**config.mk**
```make
export PLATFORM = sky130hd
export DESIGN_NAME = us_fault_monitor
export DESIGN_NICKNAME = d
export VERILOG_FILES = /design/src/rtl/us_fault_pkg.sv /design/src/rtl/msg_streamer.sv /design/src/rtl/us_fault_monitor.sv
export SDC_FILE = /design/constraint.sdc
export NUM_CORES = 1
export LEC_CHECK = 0
export ABC_CLOCK_PERIOD_IN_PS = 2900
export CORE_MARGIN = 3
export CORE_UTILIZATION = 55
export DETAILED_ROUTE_END_ITERATION = 10
export DONT_BUFFER_PORTS = 1
export PLACE_DENSITY_LB_ADDON = 0.1
export REMOVE_ABC_BUFFERS = 1
export SYNTH_ARGS = -nofsm -noshare
export SYNTH_HDL_FRONTEND = slang
export SYNTH_SLANG_ARGS = --single-unit
```
**constraint.sdc**
```tcl
create_clock -name clk_50M -period 2.9 [get_ports clk_50M]
set_input_delay 0.58 -clock clk_50M [delete_from_list [all_inputs] [get_ports clk_50M]]
set_output_delay 0.58 -clock clk_50M [all_outputs]
set_load 0.1 [all_outputs]
```
**src/rtl/us_fault_pkg.sv**
```systemverilog
`default_nettype none
// ============================================================================
//  Module      : us_fault_pkg
//  Description : Shared types and constants for the ultrasonic fault monitor:
//                ranger / detector state encodings, ASCII report constants
//                and the report prefix bytes.
//  Revision    : 1.0 - initial release
// ============================================================================
package us_fault_pkg;

    // Ranger sequencing: trigger, wait for echo, measure echo, evaluate.
    typedef enum logic [2:0] {
        IDLE      = 3'd0,
        TRIG      = 3'd1,
        WAIT_RISE = 3'd2,
        MEASURE   = 3'd3,
        EVAL      = 3'd4
    } ranger_state_t;

    // Debounced proximity state.
    typedef enum logic [0:0] {
        FAR  = 1'b0,
        NEAR = 1'b1
    } det_state_t;

    localparam logic [7:0] ASCII_0    = 8'h30;
    localparam logic [7:0] ASCII_HASH = 8'h23;

    localparam int PREFIX_MAX = 8;

    // "FIM-CSU1"
    localparam logic [7:0] PREFIX [0:PREFIX_MAX-1] = '{
        8'h46, 8'h49, 8'h4D, 8'h2D, 8'h43, 8'h53, 8'h55, 8'h31
    };

    function automatic logic [7:0] prefix_byte(input logic [2:0] idx);
        return PREFIX[idx];
    endfunction

endpackage : us_fault_pkg
`default_nettype wire

```
**src/rtl/msg_streamer.sv**
```systemverilog
`default_nettype none
// ============================================================================
//  Module      : msg_streamer
//  Description : Streams one ASCII fault report per request over a valid/ready
//                byte interface: PREFIX[0..PREFIX_LEN-1], '0'+count, '#'.
//                One request may queue behind the active report; any further
//                request while queued is dropped and raises a sticky overflow.
//  Ports       : clk, rst        - clock, synchronous active-high reset
//                i_req, i_count  - report request and fault count to print
//                i_ready         - consumer accepts o_data when o_valid
//                o_data, o_valid - report byte stream
//                o_busy          - report active or queued
//                o_overflow      - sticky, a request was dropped
//  Revision    : 1.0 - initial release
// ============================================================================
module msg_streamer
    import us_fault_pkg::*;
#(
    parameter int PREFIX_LEN = 8
)(
    input  logic       clk,
    input  logic       rst,
    input  logic       i_req,
    input  logic [3:0] i_count,
    input  logic       i_ready,
    output logic [7:0] o_data,
    output logic       o_valid,
    output logic       o_busy,
    output logic       o_overflow
);

    localparam logic [3:0] c_digit_idx = 4'(PREFIX_LEN);
    localparam logic [3:0] c_last_idx  = 4'(PREFIX_LEN + 1);

    logic       r_active;
    logic [3:0] r_idx;
    logic [3:0] r_count;
    logic       r_pend;
    logic [3:0] r_pend_count;
    logic       r_overflow;

    logic       w_hs;
    logic       w_last_hs;
    logic [7:0] w_data;

    assign w_hs      = r_active & i_ready;
    assign w_last_hs = w_hs & (r_idx == c_last_idx);

    always_ff @(posedge clk) begin
        if (rst) begin
            r_active     <= 1'b0;
            r_idx        <= 4'd0;
            r_count      <= 4'd0;
            r_pend       <= 1'b0;
            r_pend_count <= 4'd0;
            r_overflow   <= 1'b0;
        end else if (!r_active) begin
            // The pending slot is only ever filled while active, so an idle
            // streamer never has a queued report.
            if (i_req) begin
                r_active <= 1'b1;
                r_idx    <= 4'd0;
                r_count  <= i_count;
            end
        end else begin
            if (w_hs) begin
                if (r_idx == c_last_idx) begin
                    if (r_pend) begin
                        r_idx   <= 4'd0;
                        r_count <= r_pend_count;
                        r_pend  <= 1'b0;
                    end else if (i_req) begin
                        // Request coinciding with the final byte: behaves as
                        // queued-then-started, with no idle cycle in between.
                        r_idx   <= 4'd0;
                        r_count <= i_count;
                    end else begin
                        r_active <= 1'b0;
                    end
                end else begin
                    r_idx <= r_idx + 1'b1;
                end
            end
            if (i_req) begin
                if (r_pend) begin
                    r_overflow <= 1'b1;
                end else if (!w_last_hs) begin
                    r_pend       <= 1'b1;
                    r_pend_count <= i_count;
                end
            end
        end
    end

    // Byte is a pure function of registered index/count, so it holds steady
    // for as long as the consumer stalls.
    always_comb begin
        w_data = 8'h00;
        if (r_active) begin
            if (r_idx < c_digit_idx) begin
                w_data = prefix_byte(r_idx[2:0]);
            end else if (r_idx == c_digit_idx) begin
                w_data = ASCII_0 + {4'h0, r_count};
            end else begin
                w_data = ASCII_HASH;
            end
        end
    end

    assign o_data     = w_data;
    assign o_valid    = r_active;
    assign o_busy     = r_active | r_pend;
    assign o_overflow = r_overflow;

endmodule : msg_streamer
`default_nettype wire

```
**src/rtl/us_fault_monitor.sv**
```systemverilog
`default_nettype none
// ============================================================================
//  Module      : us_fault_monitor
//  Description : Ultrasonic ranger with hysteresis/confirmation proximity
//                detector. Schedules trigger pulses, measures echo width with
//                timeout, debounces near/far and on each confirmed far->near
//                edge strobes fault_detect and streams an ASCII report.
//  Ports       : clk_50M, reset          - clock, synchronous active-high reset
//                UV_echo / UV_trig       - sensor echo input / trigger output
//                echo_width, width_valid - last valid width and its strobe
//                echo_timeout            - strobe on timed-out measurement
//                in_box                  - debounced near state
//                fault_detect            - strobe on confirmed far->near
//                fault_count             - decimal fault counter, 0..9
//                msg_data/valid/ready    - report byte stream
//                msg_busy, msg_overflow  - report status
//  Revision    : 1.0 - initial release
// ============================================================================
module us_fault_monitor
    import us_fault_pkg::*;
#(
    parameter int TRIG_CYCLES    = 500,
    parameter int PERIOD_CYCLES  = 3000000,
    parameter int TIMEOUT_CYCLES = 1200000,
    parameter int CNT_W          = 22,
    parameter int NEAR_THRESH    = 16500,
    parameter int FAR_THRESH     = 18000,
    parameter int CONFIRM        = 2,
    parameter int PREFIX_LEN     = 8
)(
    input  logic             clk_50M,
    input  logic             reset,
    input  logic             UV_echo,
    output logic             UV_trig,
    output logic [CNT_W-1:0] echo_width,
    output logic             width_valid,
    output logic             echo_timeout,
    output logic             in_box,
    output logic             fault_detect,
    output logic [3:0]       fault_count,
    output logic [7:0]       msg_data,
    output logic             msg_valid,
    input  logic             msg_ready,
    output logic             msg_busy,
    output logic             msg_overflow
);

    localparam int CONF_W = (CONFIRM < 1) ? 1 : $clog2(CONFIRM + 1);

    localparam logic [CNT_W-1:0]  c_period_last  = CNT_W'(PERIOD_CYCLES - 1);
    localparam logic [CNT_W-1:0]  c_trig_last    = CNT_W'(TRIG_CYCLES - 1);
    localparam logic [CNT_W-1:0]  c_timeout_last = CNT_W'(TIMEOUT_CYCLES - 1);
    localparam logic [CNT_W-1:0]  c_timeout      = CNT_W'(TIMEOUT_CYCLES);
    localparam logic [CNT_W-1:0]  c_near         = CNT_W'(NEAR_THRESH);
    localparam logic [CNT_W-1:0]  c_far          = CNT_W'(FAR_THRESH);
    localparam logic [CONF_W-1:0] c_conf_last    = CONF_W'(CONFIRM - 1);

    // ------------------------------------------------------------------
    // Echo synchroniser
    // ------------------------------------------------------------------
    logic r_echo_meta;
    logic r_echo_s;

    always_ff @(posedge clk_50M) begin
        if (reset) begin
            r_echo_meta <= 1'b0;
            r_echo_s    <= 1'b0;
        end else begin
            r_echo_meta <= UV_echo;
            r_echo_s    <= r_echo_meta;
        end
    end

    // ------------------------------------------------------------------
    // Ranger FSM
    // ------------------------------------------------------------------
    ranger_state_t    r_state;
    ranger_state_t    w_state_nxt;
    logic [CNT_W-1:0] r_cnt;
    logic [CNT_W-1:0] w_cnt_nxt;
    logic [CNT_W-1:0] r_period_cnt;
    logic             r_first;
    logic             w_trig_start;
    logic             w_sample_ok;
    logic             w_sample_to;
    logic [CNT_W-1:0] r_echo_width;
    logic             r_width_valid;
    logic             r_echo_timeout;

    always_comb begin
        w_state_nxt  = r_state;
        w_cnt_nxt    = r_cnt;
        w_trig_start = 1'b0;
        w_sample_ok  = 1'b0;
        w_sample_to  = 1'b0;
        case (r_state)
            IDLE: begin
                // The period counter saturates, so an overrun period starts
                // the next trigger on the first idle cycle.
                if (r_first || (r_period_cnt == c_period_last)) begin
                    w_state_nxt  = TRIG;
                    w_cnt_nxt    = '0;
                    w_trig_start = 1'b1;
                end
            end
            TRIG: begin
                if (r_cnt == c_trig_last) begin
                    w_state_nxt = WAIT_RISE;
                    w_cnt_nxt   = '0;
                end else begin
                    w_cnt_nxt = r_cnt + 1'b1;
                end
            end
            WAIT_RISE: begin
                if (r_echo_s) begin
                    // The rising cycle itself is the first counted high cycle.
                    w_state_nxt = MEASURE;
                    w_cnt_nxt   = CNT_W'(1);
                end else if (r_cnt == c_timeout_last) begin
                    w_state_nxt = EVAL;
                    w_sample_to = 1'b1;
                end else begin
                    w_cnt_nxt = r_cnt + 1'b1;
                end
            end
            MEASURE: begin
                if (r_cnt == c_timeout) begin
                    w_state_nxt = EVAL;
                    w_sample_to = 1'b1;
                end else if (!r_echo_s) begin
                    w_state_nxt = EVAL;
                    w_sample_ok = 1'b1;
                end else begin
                    w_cnt_nxt = r_cnt + 1'b1;
                end
            end
            EVAL: begin
                w_state_nxt = IDLE;
            end
            default: begin
                w_state_nxt = IDLE;
            end
        endcase
    end

    always_ff @(posedge clk_50M) begin
        if (reset) begin
            r_state        <= IDLE;
            r_cnt          <= '0;
            r_period_cnt   <= '0;
            r_first        <= 1'b1;
            r_echo_width   <= '0;
            r_width_valid  <= 1'b0;
            r_echo_timeout <= 1'b0;
        end else begin
            r_state        <= w_state_nxt;
            r_cnt          <= w_cnt_nxt;
            r_width_valid  <= w_sample_ok;
            r_echo_timeout <= w_sample_to;
            if (w_trig_start) begin
                r_first      <= 1'b0;
                r_period_cnt <= '0;
            end else if (r_period_cnt != c_period_last) begin
                r_period_cnt <= r_period_cnt + 1'b1;
            end
            if (w_sample_ok) begin
                r_echo_width <= r_cnt;
            end
        end
    end

    // ------------------------------------------------------------------
    // Near/far detector with hysteresis and N-sample confirmation
    // ------------------------------------------------------------------
    det_state_t        r_det;
    det_state_t        w_det_nxt;
    logic [CONF_W-1:0] r_conf;
    logic [CONF_W-1:0] w_conf_nxt;
    logic              w_near;
    logic              w_far;
    logic              w_opposing;
    logic              w_fault;
    logic              r_fault_detect;
    logic [3:0]        r_fault_count;

    assign w_near = (r_echo_width < c_near);
    assign w_far  = (r_echo_width >= c_far);

    always_comb begin
        w_det_nxt  = r_det;
        w_conf_nxt = r_conf;
        w_opposing = 1'b0;
        w_fault    = 1'b0;
        if (r_width_valid) begin
            w_opposing = (r_det == FAR) ? w_near : w_far;
            if (w_opposing) begin
                if (r_conf == c_conf_last) begin
                    w_det_nxt  = (r_det == FAR) ? NEAR : FAR;
                    w_conf_nxt = '0;
                    w_fault    = (r_det == FAR);
                end else begin
                    w_conf_nxt = r_conf + 1'b1;
                end
            end else begin
                // Neutral or same-state samples break the confirmation run.
                w_conf_nxt = '0;
            end
        end
    end

    always_ff @(posedge clk_50M) begin
        if (reset) begin
            r_det          <= FAR;
            r_conf         <= '0;
            r_fault_detect <= 1'b0;
            r_fault_count  <= 4'd0;
        end else begin
            r_det          <= w_det_nxt;
            r_conf         <= w_conf_nxt;
            r_fault_detect <= w_fault;
            if (w_fault) begin
                r_fault_count <= (r_fault_count == 4'd9) ? 4'd0 : r_fault_count + 1'b1;
            end
        end
    end

    // ------------------------------------------------------------------
    // Report streamer; the request is the fault strobe itself, paired with
    // the already-incremented count.
    // ------------------------------------------------------------------
    msg_streamer #(
        .PREFIX_LEN (PREFIX_LEN)
    ) u_msg_streamer (
        .clk        (clk_50M),
        .rst        (reset),
        .i_req      (r_fault_detect),
        .i_count    (r_fault_count),
        .i_ready    (msg_ready),
        .o_data     (msg_data),
        .o_valid    (msg_valid),
        .o_busy     (msg_busy),
        .o_overflow (msg_overflow)
    );

    assign UV_trig      = (r_state == TRIG);
    assign echo_width   = r_echo_width;
    assign width_valid  = r_width_valid;
    assign echo_timeout = r_echo_timeout;
    assign in_box       = (r_det == NEAR);
    assign fault_detect = r_fault_detect;
    assign fault_count  = r_fault_count;

endmodule : us_fault_monitor
`default_nettype wire

```
==> flow_summary.json <==
{
  "netlist_instances": 572,
  "drv_slew": 0,
  "first_global_vias": 4008,
  "power_per_cell_area_mw_per_mm2": 426,
  "cts_root_buf": "clkbuf_8",
  "relSlewSlack_pct": 35.3,
  "dp_hpwl_um": 7890,
  "gp_congestion": 0.866,
  "wl_met1_um": 5180,
  "p_total_w": 0.00235,
  "maxCapViolations": 0,
  "ys_seq_area_share_pct": 40.4,
  "route.detailed.drc": 0,
  "dr.pass1.iters": 4,
  "multi_input_area_mm2": 0.00269,
  "cts_setup_buffers": 0,
  "clkLatencyLatePin_ps": 350,
  "final_common_cell": "dfxtp_1",
  "synth-warning-count": 0,
  "ant_nets": 0,
  "diodes": 0,
  "cts_tree": "yes",
  "cts_buffer_depth": 2,
  "post-route-util_pct": 66.2,
  "hold_path_class": "input pin to flip-flop",
  "ir_worst_vdd_uv": 196,
  "cts_max_level": 3,
  "status": "finished, final reports clean",
  "die_w_um": 99.5,
  "finalNetCount": 624,
  "grt_pass1_wl_um": 18500,
  "cts.sinks": 97,
  "dieHeight_um": 99.5,
  "synth_edf_count": 0,
  "track_usage_pct": 22.4,
  "setup_tns_ps": 0,
  "crit_fanout": 27,
  "dieArea_mm2": 0.00991,
  "drtIter0Drc": 193,
  "register_area_mm2": 0.00194,
  "dr_total_vias": 4254,
  "layout-drive-gt1-share_pct": 14.2,
  "synth_area_mm2": 0.00481,
  "tightestPinTransition_ps": 968,
  "synth_cell_types": 62,
  "critPathCaptureType": "flip-flop",
  "synthArstFlopShare_pct": 0,
  "start_util_pct": 57.7,
  "core-area_mm2": 0.00834,
  "ys_ff_latch": 97,
  "io_buffers": 0,
  "rows": 33,
  "cp.arrival_ps": 2930,
  "grt_remaining_overflow": 0,
  "fillers": 715,
  "cts_resized": 0,
  "period_share_pct": 91.0,
  "syn_avg_cell_area_um2": 8.41,
  "rsz0062_at_grt": "false",
  "synth_flop_cell": "dfxtp_1",
  "setup_viol": 0,
  "syn2layout_area_growth_pct": 14.8,
  "wl_per_cell_um": 15.3,
  "critical_path.startpoint_type": "flip-flop",
  "fin_skew_ps": 11.4,
  "route.met2.wl_um": 5030,
  "cts_buffers": 9,
  "critPathKind": "flip-flop to flip-flop",
  "top_layer_used": "met4",
  "p_leak_nw": 2.14,
  "antenna_found_initial": 0,
  "final_cell_mix": "dfxtp_1, nor2_1, buf_4",
  "fmax_mhz": 379,
  "viasPerCell": 5.92,
  "io_pins": 46,
  "grt_max_degree": 56,
  "required_ps": 3190,
  "hold_viol_final": 0,
  "routed_wl_um": 11000,
  "route.met3.wl_um": 470,
  "clk_pin_slew_ps": 100,
  "period_minus_slack_ps": 2640,
  "postCtsHoldBufs": 0
}
-- stage by stage --
step / cells / hold WS, ps / worst slack (ps) / area, um2
6_report: 718 / 281 / 262 / 5520
5_1_grt: 718 / 269 / 110 / 5520
4_1_cts: 718 / 273 / 276 / 5520
3_5_place_dp: 702 / 441 / 317 / 5340
3_3_place_gp: 702 / 423 / 353 / 5340
2_1_floorplan: 543 / 414 / -1280 / 4690
-- layer usage --
layer  vias to the layer above  global-route usage (%)
li1                       2127                       -
met1                      1990                    29.8
met2                       110                    35.7
met3                        27                    3.09
met4                         0                    11.3
met5                         -                       0
-- sequential cells by signal, summed over array words and instances (netlist names), 2 cells and up --
| signal | count |
|---|---|
| fault_count | 4 |
| echo_width | 22 |
| r_conf | 2 |
| r_state | 3 |
| r_cnt | 22 |
| u_msg_streamer.r_idx | 4 |
| u_msg_streamer.r_pend_count | 4 |
| r_period_cnt | 22 |
| u_msg_streamer.r_count | 4 |
-- logic make-up after synthesis --
| group | count (synthesis) | share of synthesized area, % |
|---|---|---|
| adders and majority gates | 12 | 3.12 |
| other | 1 | 0.0779 |
| buffers and inverters | 50 | 4.19 |
| AOI/OAI and AO/OA | 117 | 16.3 |
| DFF | 97 | 40.4 |
| muxes | 29 | 6.06 |
| and+or+nand+nor | 248 | 26.6 |
| xor gates and xnor gates | 18 | 3.28 |
-- layout make-up --
cell class | instances | area share (%)
well taps | 105 | 2.38
clock inverters | 5 | 0.680
inverters | 21 | 1.43
repair buffers | 54 | 8.88
clock buffers | 11 | 2.74
flip-flops and latches | 97 | 35.2
multi-input cells | 425 | 48.7
-- power breakdown --
part           total [W]  internal (W)  switching [W]
combinational   0.000159     0.0000527       0.000106
clock           0.000836      0.000362       0.000473
sequential       0.00136       0.00134      0.0000150
-- worst max-delay path: stages, from the launching register on --
cell and delay (ps):
dfxtp_1 410, or4b_4 500, nor4_4 280, a211oi_1 180, a211o_1 320, buf_4 220, or4_1 520, a21oi_1 140
-- Yosys cell counts, types with 13 or more instances --
cell / number / area share, %
mux2i_1: 28 / 5.8
nor3_1: 15 / 1.6
nand2_1: 33 / 2.6
nand3_1: 26 / 2.7
clkbuf_1: 18 / 1.4
o21ai_0: 24 / 2.5
o211ai_1: 16 / 2.5
a21oi_1: 26 / 2.7
inv_1: 20 / 1.6
nor2b_1: 13 / 1.7
dfxtp_1: 97 / 40
nor2_1: 88 / 6.9
-- path summary, 6_finish.rpt --
path,start,slack (ps),endpoint,cells after the start
max reg2reg,r_period_cnt[7],260,r_cnt[15],7
min reg2reg,r_echo_meta,450,r_echo_s,1
min,reset,280,r_cnt[18],1
max,r_period_cnt[7],260,r_cnt[15],7
(Power assumes the default switching activity.)
